`config.mk`:
```
export PLATFORM = sky130hd
export DESIGN_NAME = window_scheduler
export DESIGN_NICKNAME = d
export VERILOG_FILES = /design/src/rtl/cnn_pkg.sv /design/src/rtl/window_scheduler_beat_counter.sv /design/src/rtl/window_scheduler.sv
export SDC_FILE = /design/constraint.sdc
export NUM_CORES = 1
export LEC_CHECK = 0
export ABC_AREA = 1
export CORE_MARGIN = 2
export CORE_UTILIZATION = 25
export CTS_CLUSTER_SIZE = 10
export DETAILED_ROUTE_END_ITERATION = 10
export PLACE_DENSITY = 0.5
export SYNTH_ARGS = -nofsm -noshare
export SYNTH_HDL_FRONTEND = slang
export SYNTH_SLANG_ARGS = --single-unit
```
`constraint.sdc`:
```
create_clock -name i_sclk -period 1.8 [get_ports i_sclk]
set_input_delay 0.27 -clock i_sclk [delete_from_list [all_inputs] [get_ports i_sclk]]
set_output_delay 0.27 -clock i_sclk [all_outputs]
set_load 0.01 [all_outputs]
```
`src/rtl/cnn_pkg.sv`:
```
`default_nettype none
// ----------------------------------------------------------------------------
// cnn_pkg : scheduler state encoding and beat-position width helpers
// Rev 1.0
// ----------------------------------------------------------------------------
package cnn_pkg;

  typedef enum logic [2:0] {
    ST_IDLE = 3'd0,
    ST_WAIT = 3'd1,
    ST_ROW  = 3'd2,
    ST_GAP  = 3'd3,
    ST_DONE = 3'd4
  } sched_state_e;

  // Width holding 0..n-1; a single-value counter still gets one bit.
  function automatic int cnt_w(input int n);
    return (n <= 1) ? 1 : $clog2(n);
  endfunction

  function automatic int col_w(input int size);
    return cnt_w(size + 2);
  endfunction

  function automatic int ch_w(input int channel);
    return cnt_w(channel);
  endfunction

endpackage
`default_nettype wire

```
`src/rtl/window_scheduler_beat_counter.sv`:
```
`default_nettype none
// ----------------------------------------------------------------------------
// beat_counter : nested channel (inner) / column (outer) counter, saturating
// Rev 1.0
// ----------------------------------------------------------------------------
module beat_counter
  import cnn_pkg::*;
#(
  parameter int SIZE    = 28,
  parameter int CHANNEL = 128
) (
  input  logic                     i_sclk,
  input  logic                     i_rst_n,
  input  logic                     i_clr,
  input  logic                     i_en,
  output logic [ch_w(CHANNEL)-1:0] o_ch_nxt,
  output logic [col_w(SIZE)-1:0]   o_col_nxt,
  output logic                     o_last
);

  localparam int COL_W = col_w(SIZE);
  localparam int CH_W  = ch_w(CHANNEL);

  localparam logic [CH_W-1:0]  CH_LAST  = CH_W'(CHANNEL - 1);
  localparam logic [COL_W-1:0] COL_LAST = COL_W'(SIZE + 1);

  logic [CH_W-1:0]  ch_q, ch_d;
  logic [COL_W-1:0] col_q, col_d;

  assign o_last = (ch_q == CH_LAST) && (col_q == COL_LAST);

  // Holds at the terminal beat until cleared, so it never wraps.
  always_comb begin
    ch_d  = ch_q;
    col_d = col_q;
    if (i_clr) begin
      ch_d  = '0;
      col_d = '0;
    end else if (i_en && !o_last) begin
      if (ch_q == CH_LAST) begin
        ch_d  = '0;
        col_d = col_q + COL_W'(1);
      end else begin
        ch_d = ch_q + CH_W'(1);
      end
    end
  end

  always_ff @(posedge i_sclk) begin
    if (!i_rst_n) begin
      ch_q  <= '0;
      col_q <= '0;
    end else begin
      ch_q  <= ch_d;
      col_q <= col_d;
    end
  end

  assign o_ch_nxt  = ch_d;
  assign o_col_nxt = col_d;

endmodule
`default_nettype wire

```
`src/rtl/window_scheduler.sv`:
```
`default_nettype none
// ----------------------------------------------------------------------------
// window_scheduler : paces padded output rows from line-FIFO row arrivals
// Rev 1.0
// ----------------------------------------------------------------------------
module window_scheduler
  import cnn_pkg::*;
#(
  parameter int         SIZE    = 28,
  parameter int         CHANNEL = 128,
  parameter logic [3:0] GAP     = 4'd0,
  parameter int         PADWAIT = 21
) (
  input  logic                    i_sclk,
  input  logic                    i_rst_n,
  input  logic                    i_vsync,
  input  logic                    i_hsync,
  output logic                    o_rdreq,
  output logic                    o_vsync,
  output logic                    o_hsync,
  output logic                    o_valid,
  output logic                    o_reuse,
  output logic                    o_pad,
  output logic [$clog2(SIZE)-1:0] o_row,
  output logic                    o_done,
  output logic                    o_err
);

  localparam int ROW_W = $clog2(SIZE);
  localparam int COL_W = col_w(SIZE);
  localparam int CH_W  = ch_w(CHANNEL);
  localparam int GAP_N = int'(GAP);
  localparam int DLY_W = cnt_w((PADWAIT > GAP_N) ? PADWAIT : GAP_N);

  localparam logic [ROW_W-1:0] ROW_LAST  = ROW_W'(SIZE - 1);
  localparam logic [COL_W-1:0] COL_SIZE  = COL_W'(SIZE);
  localparam logic [COL_W-1:0] COL_RPAD  = COL_W'(SIZE + 1);
  localparam logic [CH_W-1:0]  CH_LAST   = CH_W'(CHANNEL - 1);
  localparam logic [DLY_W-1:0] WAIT_LAST = DLY_W'(PADWAIT - 1);
  localparam logic [DLY_W-1:0] GAP_LAST  = DLY_W'(GAP_N - 1);

  sched_state_e     state_q, state_d;
  logic [DLY_W-1:0] dly_q, dly_d;
  logic [ROW_W-1:0] row_q, row_d;
  logic [1:0]       pend_q, pend_d;
  logic             err_q, err_d;

  logic rdreq_q, rdreq_d;
  logic vsync_q, vsync_d;
  logic hsync_q, hsync_d;
  logic valid_q, valid_d;
  logic reuse_q, reuse_d;
  logic pad_q, pad_d;
  logic done_q, done_d;
  logic err_out_q, err_out_d;

  logic             beat_last;
  logic             beat_clr;
  logic             beat_en;
  logic [CH_W-1:0]  ch_nxt;
  logic [COL_W-1:0] col_nxt;

  assign beat_en  = (state_q == ST_ROW);
  assign beat_clr = i_vsync || (state_q != ST_ROW);

  beat_counter #(
    .SIZE    (SIZE),
    .CHANNEL (CHANNEL)
  ) u_beat_counter (
    .i_sclk    (i_sclk),
    .i_rst_n   (i_rst_n),
    .i_clr     (beat_clr),
    .i_en      (beat_en),
    .o_ch_nxt  (ch_nxt),
    .o_col_nxt (col_nxt),
    .o_last    (beat_last)
  );

  always_ff @(posedge i_sclk) begin
    if (!i_rst_n) begin
      state_q <= ST_IDLE;
    end else begin
      state_q <= state_d;
    end
  end

  always_comb begin
    state_d = state_q;
    dly_d   = dly_q;
    row_d   = row_q;
    pend_d  = pend_q;
    err_d   = err_q;
    if (i_vsync) begin
      state_d = ST_IDLE;
      dly_d   = '0;
      row_d   = '0;
      pend_d  = '0;
    end else begin
      // Rows announced while busy are banked; an IDLE start spends one.
      if (state_q == ST_IDLE) begin
        if ((pend_q != 2'd0) && !i_hsync) begin
          pend_d = pend_q - 2'd1;
        end
      end else if (i_hsync) begin
        if (pend_q == 2'd3) begin
          err_d = 1'b1;
        end else begin
          pend_d = pend_q + 2'd1;
        end
      end

      case (state_q)
        ST_IDLE: begin
          if (i_hsync || (pend_q != 2'd0)) begin
            dly_d   = '0;
            state_d = (PADWAIT == 0) ? ST_ROW : ST_WAIT;
          end
        end
        ST_WAIT: begin
          if (dly_q == WAIT_LAST) begin
            dly_d   = '0;
            state_d = ST_ROW;
          end else begin
            dly_d = dly_q + DLY_W'(1);
          end
        end
        ST_ROW: begin
          if (beat_last) begin
            dly_d = '0;
            if (row_q == ROW_LAST) begin
              state_d = ST_DONE;
            end else begin
              row_d   = row_q + ROW_W'(1);
              state_d = (GAP == 4'd0) ? ST_IDLE : ST_GAP;
            end
          end
        end
        ST_GAP: begin
          if (dly_q == GAP_LAST) begin
            dly_d   = '0;
            state_d = ST_IDLE;
          end else begin
            dly_d = dly_q + DLY_W'(1);
          end
        end
        ST_DONE: begin
          row_d   = '0;
          state_d = ST_IDLE;
        end
        default: state_d = ST_IDLE;
      endcase
    end
  end

  // Outputs are decoded from next-cycle position so the registers line up
  // with the beat they describe; rdreq looks one beat ahead for FIFO latency.
  always_comb begin
    rdreq_d   = 1'b0;
    hsync_d   = 1'b0;
    valid_d   = 1'b0;
    reuse_d   = 1'b0;
    pad_d     = 1'b0;
    done_d    = 1'b0;
    vsync_d   = i_vsync;
    err_out_d = err_d && !i_vsync;
    if (!i_vsync) begin
      if (state_d == ST_ROW) begin
        hsync_d = (state_q != ST_ROW);
        pad_d   = (col_nxt == '0) || (col_nxt == COL_RPAD);
        valid_d = !pad_d;
        reuse_d = (ch_nxt != '0);
        rdreq_d = ((col_nxt < COL_SIZE) && (ch_nxt == CH_LAST)) ||
                  (!pad_d && (ch_nxt != CH_LAST));
      end
      done_d = (state_d == ST_DONE);
    end
  end

  always_ff @(posedge i_sclk) begin
    if (!i_rst_n) begin
      dly_q     <= '0;
      row_q     <= '0;
      pend_q    <= '0;
      err_q     <= 1'b0;
      rdreq_q   <= 1'b0;
      vsync_q   <= 1'b0;
      hsync_q   <= 1'b0;
      valid_q   <= 1'b0;
      reuse_q   <= 1'b0;
      pad_q     <= 1'b0;
      done_q    <= 1'b0;
      err_out_q <= 1'b0;
    end else begin
      dly_q     <= dly_d;
      row_q     <= row_d;
      pend_q    <= pend_d;
      err_q     <= err_d;
      rdreq_q   <= rdreq_d;
      vsync_q   <= vsync_d;
      hsync_q   <= hsync_d;
      valid_q   <= valid_d;
      reuse_q   <= reuse_d;
      pad_q     <= pad_d;
      done_q    <= done_d;
      err_out_q <= err_out_d;
    end
  end

  assign o_rdreq = rdreq_q;
  assign o_vsync = vsync_q;
  assign o_hsync = hsync_q;
  assign o_valid = valid_q;
  assign o_reuse = reuse_q;
  assign o_pad   = pad_q;
  assign o_row   = row_q;
  assign o_done  = done_q;
  assign o_err   = err_out_q;

endmodule
`default_nettype wire

```
-- Word level (Yosys, flattened, before mapping)
Index checks and enable logic that the tools add are counted.
- flip-flop bits (word level): 36
- input port bits: 4
- output and inout bits: 13
- logic and storage cells: 100
- reductions and logical operators: 26
- multiplexer cells: 29
- order comparisons: 1
- eq/ne operators: 21
- bitwise gates (word level): 2
- add/subtract/negate cells: 6
- operators with widths (kind ; count):
    5-bit 2-to-1 mux ; 9
    5-bit == test (second input constant) ; 5
    7-bit 2-to-1 mux ; 3
    5-bit case mux with 4 select lines ; 1
    3-bit 2-to-1 mux ; 6
    5-bit by 1-bit adder with 5-bit output (second input constant) ; 3
    7-bit == test (second input constant) ; 2
    3-bit case mux with 4 select lines ; 1
    5-bit case mux with 2 select lines ; 1
    3-bit by 2-bit == test with 1-bit output (second input constant) ; 3
    3-bit AND reduction ; 3
    2-bit 2-to-1 mux ; 4
    7-bit by 1-bit adder with 7-bit output (second input constant) ; 1
    7-bit != test (second input constant) ; 1
    7-bit nonzero test ; 1
    3-bit == test (second input constant) ; 2
    1-bit logical AND ; 6
    2-bit != test (second input constant) ; 3
    2-bit nonzero test ; 3
    5-bit logical NOT ; 1
    5-bit less-than comparator (second input constant) ; 1
    1-bit logical NOT ; 4
    1-bit logical OR ; 4
    1-bit 2-to-1 mux ; 4
    other kinds (11) ; 13

-- Longest topological paths before layout
Gate-level depths: netlist of the first run.
- depth after elaboration: 11
- gate-level depth with buffers: 15
- mapped depth without buffers: 15

-- Cells and area by module
A second synthesis of the first run with hierarchy kept.
- cell total of the unflattened synthesis: 333
- area total of the unflattened synthesis: 2242.2 um^2
- by module, submodules not included (module ; area each (um^2) ; sequential area each (um^2) ; cells each ; times used):
    window_scheduler ; 1306.3 ; 480.5 ; 189 ; 1
    beat_counter ; 935.9 ; 240.2 ; 144 ; 1

-- Worst setup path after synthesis of the first run
Ideal clock, no wire load.
- kind: reg-to-reg
- start point: register u_beat_counter.col_q[1]
- end point: register rdreq_q, in the netlist o_rdreq
- stages on the path, launching flop included: 15
- path slack: 0.158 ns
- period minus slack after synthesis: 1.642 ns
- buffers on the path: 0
- arrival time: 1.532 ns
- cell sequence: dfxtp_1 > inv_1 > ha_1 > nand2_1 > nor2_8 > nor2_2 > nand2_1 > nand2_1 > nand3_1 > nor2_1 > nand3_1 > nand2_1 > nand2_1 > inv_1 > nor2_2
- cells in the longest elaborated chain, start to end: 11
- elaborated cells between the ends (all ways): 26
- those cells by class: add/sub: 1; order compare: 1; eq/ne: 5; mux: 8; bitwise: 1; reduce/logical: 10
- RTL lines (what ; RTL line ; RTL):
    start: declaration ; window_scheduler_beat_counter.sv:28 ; logic [COL_W-1:0] col_q, col_d;
    start signal: assignment ; window_scheduler_beat_counter.sv:55 ; col_q <= col_d;
    parallel branches: the longest is 11 deep, another holds 5-bit by 1-bit adder with 5-bit output ; -- ;
    end signal: assignment ; window_scheduler.sv:198 ; rdreq_q <= rdreq_d;
    end: declaration ; window_scheduler.sv:48 ; logic rdreq_q, rdreq_d;
Several ways; the timed one is not identified.
A chain may end at the register's enable or synchronous reset.

-- Worst setup path after layout of the first run
- start point: register u_beat_counter.ch_q[0]
- end point: register rdreq_q, in the netlist o_rdreq
- cells in the longest elaborated chain, start to end: 11
- elaborated cells between the ends (all ways): 27
- those cells by class: add/sub: 1; order compare: 1; eq/ne: 5; mux: 9; bitwise: 1; reduce/logical: 10
- RTL lines (what ; RTL line ; RTL):
    start: declaration ; window_scheduler_beat_counter.sv:27 ; logic [CH_W-1:0] ch_q, ch_d;
    start signal: assignment ; window_scheduler_beat_counter.sv:54 ; ch_q <= ch_d;
    parallel branches: the longest is 11 deep, another holds 7-bit by 1-bit adder with 7-bit output ; -- ;
Several ways; the timed one is not identified.

==> impl_metrics.prom, run 1 <==
# TYPE chip_impl_metric gauge
chip_impl_info{name="run_status",value="completed"} 1
chip_impl_metric{name="initial_utilization",unit="%"} 25.32
chip_impl_metric{name="drv.max_cap_violation_count",unit=""} 0
chip_impl_metric{name="timing_max_transition_violations_final",unit=""} 0
chip_impl_metric{name="drc_errors",unit=""} 0
chip_impl_metric{name="crit_path_max_incr_delay",unit="ns"} 0.35
chip_impl_metric{name="fin_hold_ws",unit="ns"} 0.4770
chip_impl_metric{name="route.vias.total",unit=""} 2026
chip_impl_metric{name="gp_congestion",unit=""} 0.8142
chip_impl_metric{name="leakagePower",unit="nW"} 1.270
chip_impl_metric{name="synth.yosys.seq_area_share",unit="%"} 35.16
chip_impl_info{name="crit-reg2reg-capture",value="o_rdreq$_SDFF_PP0_"} 1
chip_impl_metric{name="core_region_area",unit="um2"} 8093
chip_impl_metric{name="numClockSinks",unit=""} 36
chip_impl_metric{name="placement.setup.worst_slack",unit="ns"} -0.1282
chip_impl_metric{name="worst-endpoint-arrival",unit="ns"} 2.03
chip_impl_metric{name="timing_hold_violations_final",unit=""} 0
chip_impl_metric{name="buffer_ports.inserted",unit=""} 16
chip_impl_info{name="worstHoldEndpoint",value="pend_q[0]$_SDFFE_PP0P_"} 1
chip_impl_metric{name="wl",unit="mm"} 5.172
chip_impl_metric{name="finalSetupViolCount",unit=""} 0
chip_impl_metric{name="first_global_vias",unit=""} 1814
chip_impl_metric{name="timing.final.crit_share",unit="%"} 99.91
chip_impl_metric{name="final_cell_area",unit="um2"} 2908
chip_impl_info{name="timing_worst_setup_path_type",value="flip-flop to flip-flop"} 1
chip_impl_metric{name="dr.first_iter.drc_count",unit=""} 89
chip_impl_metric{name="grt_overflow_total",unit=""} 0
chip_impl_metric{name="synth_enable_flop_cells",unit=""} 0
chip_impl_metric{name="data_required_time_of_the_worst_path",unit="ns"} 2.03
chip_impl_metric{name="vdd_ir_drop_max",unit="V"} 0.0002010
chip_impl_info{name="critical_path.slowest_cell",value="dfxtp_2"} 1
chip_impl_info{name="worstHoldStart",value="pend_q[0]$_SDFFE_PP0P_"} 1
chip_impl_metric{name="p_per_area",unit="nW/um2"} 508.0
chip_impl_metric{name="final_antenna_net_count",unit=""} 0
chip_impl_metric{name="setup_total_negative_slack",unit="ns"} 0
chip_impl_info{name="critPathCaptureType",value="flip-flop"} 1
chip_impl_info{name="critical_path.reg2reg.startpoint",value="u_beat_counter.ch_q[0]$_SDFF_PN0_"} 1
chip_impl_metric{name="route.detailed.wl_per_inst",unit="um"} 10.93
chip_impl_info{name="tritoncts_clock_tree",value="done"} 1
chip_impl_metric{name="global_route.usage.total",unit="%"} 11.97
chip_impl_metric{name="skew",unit="ns"} 0.005931
chip_impl_metric{name="worst-r2r-cell-count",unit=""} 12
chip_impl_metric{name="drt_pre_antenna_iters",unit=""} 4
chip_impl_metric{name="p_switching",unit="W"} 0.0003361
chip_impl_metric{name="switching_share",unit="%"} 22.76
chip_impl_info{name="unrepaired_setup_endpoints_after_global_routing",value="true"} 1
chip_impl_metric{name="syn-instance-count",unit=""} 297
chip_impl_metric{name="top_level_ports",unit=""} 17
chip_impl_metric{name="internal",unit="W"} 0.001141
chip_impl_metric{name="chipHeight",unit="um"} 94.54
chip_impl_metric{name="slew-limit-headroom",unit="%"} 77.14
chip_impl_metric{name="fin_crit",unit="ns"} 1.798
chip_impl_metric{name="hpwlAfterDp",unit="mm"} 3.788
chip_impl_info{name="type_of_the_most_critical_hold_path",value="flip-flop to flip-flop"} 1
chip_impl_metric{name="seq_power_share",unit="%"} 54.4
chip_impl_metric{name="max-clock-path-buffers",unit=""} 2
chip_impl_metric{name="proportion_of_power_drawn_by_combinational_gates",unit="%"} 4.7
chip_impl_metric{name="max_clock_freq",unit="MHz"} 556.1
chip_impl_metric{name="num_antenna_cells",unit=""} 0
chip_impl_metric{name="min_path_cells",unit=""} 1
chip_impl_metric{name="detailed_place.area",unit="um2"} 2596
chip_impl_metric{name="grt_pass1_wl",unit="mm"} 8.293
chip_impl_metric{name="synth_fp_nets",unit=""} 308
chip_impl_metric{name="totalPowerFinal",unit="W"} 0.001477
chip_impl_metric{name="die_x",unit="um"} 94.54
chip_impl_metric{name="placement_rows",unit=""} 33
chip_impl_metric{name="final_nets",unit=""} 378
chip_impl_metric{name="dieArea",unit="um2"} 8938
chip_impl_metric{name="maximum_number_of_pins_on_one_net_before_global_route_repair",unit=""} 18
chip_impl_metric{name="htree_num_levels",unit=""} 2
chip_impl_metric{name="syn_area",unit="um2"} 2049
chip_impl_metric{name="final_critical_path_setup_slack",unit="ns"} 0.001664
chip_impl_metric{name="rrSetupSlack",unit="ns"} 0.002
chip_impl_metric{name="routed_via_density",unit=""} 4.283
chip_impl_metric{name="quantity_of_hold_fixing_buffers_added_after_cts",unit=""} 0
chip_impl_metric{name="clk_transition_reported_paths",unit="ns"} 0.07
chip_impl_info{name="leading_cell_types_in_the_layout_fill_and_taps_excluded",value="61 x nand2_1, 45 x buf_4, 40 x inv_1, 38 x nor2_1, 32 x dfxtp_1"} 1
chip_impl_info{name="ordered_cell_list_for_the_critical_path",value="ha_4 > nand2_2 > nor2_4 > nand3_4 > buf_6 > a21oi_2 > nand2_2 > nor3_2 > nand2_1 > nand2_1 > inv_1 > nor2_2"} 1
chip_impl_metric{name="synth_area_per_cell",unit="um2"} 6.901
chip_impl_metric{name="area_growth_syn_to_layout",unit="%"} 41.88
chip_impl_info{name="timing.critical_path.from_type",value="flip-flop"} 1
chip_impl_metric{name="synth.distinct_cells",unit=""} 35
chip_impl_metric{name="fraction_of_registers_with_async_set_or_reset_after_synthesis",unit="%"} 0
chip_impl_info{name="clk_root_buffer_cell",value="clkbuf_8"} 1
chip_impl_metric{name="synth-warning-count",unit=""} 0
chip_impl_metric{name="cts_buffers",unit=""} 5
chip_impl_metric{name="final_layout_size_suffix_gt1_share",unit="%"} 30.43
chip_impl_metric{name="number_of_flip_flops_and_latches_in_the_synthesized_netlist",unit=""} 36
chip_impl_metric{name="clkPwrFrac",unit="%"} 40.9
chip_impl_metric{name="clk_latency",unit="ns"} 0.29
chip_impl_info{name="most_common_flop_cell_mapped_by_yosys",value="dfxtp_1"} 1
chip_impl_metric{name="max_slew.worst_pin.slew",unit="ns"} 0.3416
chip_impl_metric{name="grt_antenna_before_repair",unit=""} 0
chip_impl_info{name="final_common_cell",value="nand2_1"} 1
chip_impl_metric{name="critical_path.max_fanout",unit=""} 5
-- worst max path at each step --
stage,end,startpoint
6_report,o_rdreq$_SDFF_PP0_,u_beat_counter.ch_q[0]$_SDFF_PN0_
5_1_grt,o_rdreq$_SDFF_PP0_,u_beat_counter.ch_q[0]$_SDFF_PN0_
4_1_cts,o_rdreq$_SDFF_PP0_,u_beat_counter.col_q[1]$_SDFF_PN0_
3_5_place_dp,o_rdreq$_SDFF_PP0_,i_vsync
3_3_place_gp,o_rdreq$_SDFF_PP0_,i_vsync
2_1_floorplan,o_rdreq$_SDFF_PP0_,u_beat_counter.col_q[1]$_SDFF_PN0_
-- power by group through the flow --
| stage | Clock, W | Sequential [W] | Combinational (W) |
|---|---|---|---|
| finish | 0.000605 | 0.000803 | 0.0000695 |
| global route | 0.000663 | 0.000803 | 0.0000789 |
| CTS | 0.000620 | 0.000802 | 0.0000683 |
| detailed placement | 0 | 0.000821 | 0.0000673 |
| global placement | 0 | 0.000821 | 0.0000673 |
| floorplan | 0 | 0.000821 | 0.0000338 |
-- logic make-up after synthesis --
| kind of cell | count (synthesis) | share of synthesized area, % |
|---|---|---|
| AOI/OAI and AO/OA | 24 | 6.838 |
| DFF | 36 | 35.16 |
| xor gates and xnor gates | 2 | 0.8549 |
| adders and majority gates | 7 | 4.273 |
| buffers and inverters | 49 | 9.462 |
| and+or+nand+nor | 179 | 43.41 |
-- cells in the mapped netlist, types with 2 or more instances --
library cell	instances	area, um2
a211oi_1	2	15.01
a21oi_1	8	40.04
dfxtp_1	36	720.7
ha_1	7	87.58
inv_1	42	157.7
inv_2	3	11.26
nand2_1	72	270.3
nand2_2	2	12.51
nand2_4	2	22.52
nand3_1	30	150.1
nand3_2	3	30.03
nand3_4	2	35.03
nand4_1	5	31.28
nor2_1	39	146.4
nor2_2	7	43.79
nor2_4	5	56.30
nor3_1	7	35.03
o21ai_0	7	35.03
o21ai_1	2	10.01
-- per-layer routing --
layer / routed length (um) / GRT usage (%)
met1: 2445 / 14.27
met3: 152 / 2.474
met2: 2487 / 21.19
met4: 87 / 4.348
met5: 0 / 0
-- critical path, delay by kind of cell (launching register included) --
kind                     cells  cell delay, ns
adder cells (fa/ha/maj)      1            0.16
flip-flops                   1            0.35
AO/OA/AOI/OAI                1            0.13
AND/OR/NAND/NOR              8            0.89
buffers and inverters        2            0.20
-- final cells by class --
class                           count  area [um2]
Tap cell                          105       131.4
Fill cell                         876        5185
Sequential cell                    36       725.7
Timing Repair Buffer               64       531.8
Inverter                           47       178.9
Multi-Input combinational cell    213        1250
Clock buffer                        8       90.09
-- state kept, by name, indices dropped and copies added, names as in the netlist, 2 cells and up --
signal,count
state_q,3
u_beat_counter.col_q,5
dly_q,5
u_beat_counter.ch_q,7
o_row,5
pend_q,2
-- stage by stage --
stage / instances / util (%)
final: 473 / 35.93
after global routing: 473 / 35.93
after CTS: 463 / 34.03
after detailed placement: 452 / 32.08
after global placement: 452 / 32.08
after floorplan: 297 / -
-- repair_timing --
item                       CTS  global route
buffers inserted             3             9
gates cloned                 0             1
setup endpoints to repair    4             8
resized for setup           16            25
pin swaps                   11            20
Note: power is estimated with default switching activity, not from simulation.
==> inputs of run 2 (changes only) <==
REMOVE_ABC_BUFFERS = 1   (was unset)
==> run 2 against run 1 <==
  * Combinational power shrank 4.3%
  * Total power shrank 0.38%
  * Sequential cell count is the same
  * Highest routed layer unchanged
==> impl_metrics.prom, run 2 (same netlist as run 1, synthesis figures left out) <==
# TYPE chip_impl_metric gauge
chip_impl_metric{name="clk_latency",unit="ns"} 0.28
chip_impl_metric{name="leakagePower",unit="nW"} 1.218
chip_impl_metric{name="data_required_time_of_the_worst_path",unit="ns"} 1.99
chip_impl_info{name="run_status",value="completed"} 1
chip_impl_metric{name="htree_num_levels",unit=""} 2
chip_impl_metric{name="timing_hold_violations_final",unit=""} 0
chip_impl_metric{name="grt_antenna_before_repair",unit=""} 0
chip_impl_metric{name="post-route-util",unit="%"} 33.64
chip_impl_metric{name="slew-limit-headroom",unit="%"} 79.26
chip_impl_metric{name="timing_max_transition_violations_final",unit=""} 0
chip_impl_metric{name="core_region_area",unit="um2"} 8093
chip_impl_metric{name="initial_utilization",unit="%"} 25.32
chip_impl_metric{name="worst-endpoint-arrival",unit="ns"} 1.93
chip_impl_metric{name="dr.first_iter.drc_count",unit=""} 49
chip_impl_metric{name="largest_register_ffs",unit=""} 7
chip_impl_metric{name="placement.setup.worst_slack",unit="ns"} -0.03844
chip_impl_metric{name="worst-r2r-cell-count",unit=""} 12
chip_impl_metric{name="numClockSinks",unit=""} 36
chip_impl_info{name="leading_cell_types_in_the_layout_fill_and_taps_excluded",value="65 x nand2_1, 40 x inv_1, 38 x nor2_1, 33 x dfxtp_1, 27 x nand3_1"} 1
chip_impl_metric{name="top_level_ports",unit=""} 17
chip_impl_metric{name="die_x",unit="um"} 94.54
chip_impl_metric{name="grt_overflow_total",unit=""} 0
chip_impl_metric{name="crit_path_max_incr_delay",unit="ns"} 0.36
chip_impl_metric{name="chipHeight",unit="um"} 94.54
chip_impl_metric{name="rrSetupSlack",unit="ns"} 0.06
chip_impl_metric{name="num_antenna_cells",unit=""} 0
chip_impl_info{name="timing_worst_setup_path_type",value="flip-flop to flip-flop"} 1
chip_impl_info{name="final_common_cell",value="nand2_1"} 1
chip_impl_metric{name="maximum_number_of_pins_on_one_net_before_global_route_repair",unit=""} 18
chip_impl_info{name="largest-register",value="u_beat_counter.ch_q"} 1
chip_impl_info{name="timing.critical_path.from_type",value="flip-flop"} 1
chip_impl_info{name="critPathCaptureType",value="flip-flop"} 1
chip_impl_metric{name="cts_buffers",unit=""} 5
chip_impl_metric{name="finalSetupViolCount",unit=""} 0
chip_impl_metric{name="final_antenna_net_count",unit=""} 0
chip_impl_metric{name="placement_rows",unit=""} 33
chip_impl_metric{name="dieArea",unit="um2"} 8938
chip_impl_metric{name="drv.max_cap_violation_count",unit=""} 0
chip_impl_metric{name="ff_latch_area",unit="um2"} 724.4
chip_impl_metric{name="detailed_place.area",unit="um2"} 2514
chip_impl_metric{name="quantity_of_hold_fixing_buffers_added_after_cts",unit=""} 0
chip_impl_metric{name="max-clock-path-buffers",unit=""} 2
chip_impl_metric{name="buffer_ports.inserted",unit=""} 16
chip_impl_metric{name="final_cell_area",unit="um2"} 2723
chip_impl_info{name="worst_path_most_repeated_cell",value="nor2_2"} 1
chip_impl_metric{name="first_global_vias",unit=""} 1760
chip_impl_metric{name="area_growth_syn_to_layout",unit="%"} 32.84
chip_impl_metric{name="hpwlAfterDp",unit="mm"} 3.702
chip_impl_metric{name="final_critical_path_setup_slack",unit="ns"} 0.05834
chip_impl_metric{name="final_nets",unit=""} 355
chip_impl_metric{name="route.detailed.wl_per_inst",unit="um"} 10.82
chip_impl_metric{name="number_of_inserted_filler_cells_in_the_final_layout",unit=""} 903
chip_impl_metric{name="grt_pass1_wl",unit="mm"} 7.886
chip_impl_info{name="crit-reg2reg-capture",value="o_rdreq$_SDFF_PP0_"} 1
chip_impl_metric{name="max_slew.worst_pin.slew",unit="ns"} 0.3090
chip_impl_info{name="ordered_cell_list_for_the_critical_path",value="ha_4 > nand2_4 > nor2_4 > nand3_4 > nand2_8 > nor2_2 > nor2_4 > nand3_2 > nor2_2 > nand3_1 > nand2_1 > nor2_2"} 1
chip_impl_metric{name="critical_path.max_fanout",unit=""} 10
chip_impl_metric{name="drc_errors",unit=""} 0
chip_impl_metric{name="max_clock_freq",unit="MHz"} 574.2
chip_impl_metric{name="final_layout_size_suffix_gt1_share",unit="%"} 24.06
chip_impl_info{name="type_of_the_most_critical_hold_path",value="flip-flop to flip-flop"} 1
chip_impl_metric{name="fin_hold_ws",unit="ns"} 0.4869
chip_impl_metric{name="fin_crit",unit="ns"} 1.742
chip_impl_info{name="unrepaired_setup_endpoints_after_global_routing",value="true"} 1
chip_impl_info{name="worst_setup_path_startpoint",value="u_beat_counter.ch_q[1]$_SDFF_PN0_"} 1
chip_impl_metric{name="skew",unit="ns"} 0.006213
chip_impl_metric{name="drt_pre_antenna_iters",unit=""} 4
chip_impl_info{name="critical_path.reg2reg.startpoint",value="u_beat_counter.ch_q[1]$_SDFF_PN0_"} 1
chip_impl_metric{name="p_per_area",unit="nW/um2"} 540.5
chip_impl_metric{name="setup_total_negative_slack",unit="ns"} 0
chip_impl_metric{name="vdd_ir_drop_max",unit="V"} 0.0001952
chip_impl_metric{name="gp_congestion",unit=""} 0.8259
chip_impl_info{name="worstHoldEndpoint",value="pend_q[0]$_SDFFE_PP0P_"} 1
chip_impl_metric{name="min_path_cells",unit=""} 1
chip_impl_info{name="tritoncts_clock_tree",value="done"} 1
chip_impl_info{name="critical_path.slowest_cell",value="dfxtp_2"} 1
chip_impl_metric{name="timing.final.crit_share",unit="%"} 96.76
chip_impl_metric{name="route.vias.total",unit=""} 1935
chip_impl_metric{name="wl",unit="mm"} 4.867
chip_impl_metric{name="clk_transition_reported_paths",unit="ns"} 0.08
chip_impl_metric{name="routed_via_density",unit=""} 4.300
chip_impl_metric{name="multi_input_area",unit="um2"} 1239
chip_impl_metric{name="global_route.usage.total",unit="%"} 11.31
chip_impl_info{name="worstHoldStart",value="pend_q[0]$_SDFFE_PP0P_"} 1
chip_impl_info{name="clk_root_buffer_cell",value="clkbuf_8"} 1
-- run 2: what timing repair did --
item,CTS,global route
resized for setup,2,31
pin swaps,1,17
endpoints found under the setup margin,3,10
buffers inserted,0,1
cloned,0,0
-- run 2: worst max-delay path: cells and delay by family, from the launching register on --
family	cells	cell delay (ns)
DFF	1	0.36
adders and majority gates	1	0.16
and+or+nand+nor	11	1.10
-- run 2: worst max path at each step --
stage                              end  cells after the start
detailed placement  o_rdreq$_SDFF_PP0_                      8
CTS                 o_rdreq$_SDFF_PP0_                     14
global placement    o_valid$_SDFF_PP0_                     10
finish              o_rdreq$_SDFF_PP0_                     12
floorplan           o_rdreq$_SDFF_PP0_                     14
global route        o_rdreq$_SDFF_PP0_                     14
-- run 2: through the flow --
step | total power (W) | std cells
after global placement | 0.0008858 | 441
after floorplan | 0.0008543 | 295
after detailed placement | 0.0008875 | 441
after CTS | 0.001500 | 449
final | 0.001472 | 450
after global routing | 0.001548 | 450
-- run 2: final cells by class --
| class | count | share of cell area, % |
|---|---|---|
| Multi-Input combinational cell | 212 | 45.50 |
| Sequential cell | 36 | 26.61 |
| Timing Repair Buffer | 42 | 13.19 |
| Inverter | 47 | 6.572 |
| Tap cell | 105 | 4.825 |
| Clock buffer | 8 | 3.309 |
-- run 2: power breakdown --
part           internal, W  switching, W  leakage, nW
clock network     0.000313      0.000290       0.0455
registers         0.000800    0.00000269        0.292
logic            0.0000268     0.0000397        0.880
-- run 2: routing by layer --
layer | vias to the layer above | GRT usage [%] | routed length, um
met5 | - | 0 | 0
met4 | 0 | 3.261 | 38
met3 | 5 | 2.394 | 144
met2 | 22 | 19.11 | 2382
met1 | 871 | 14.55 | 2301
li1 | 1037 | - | -
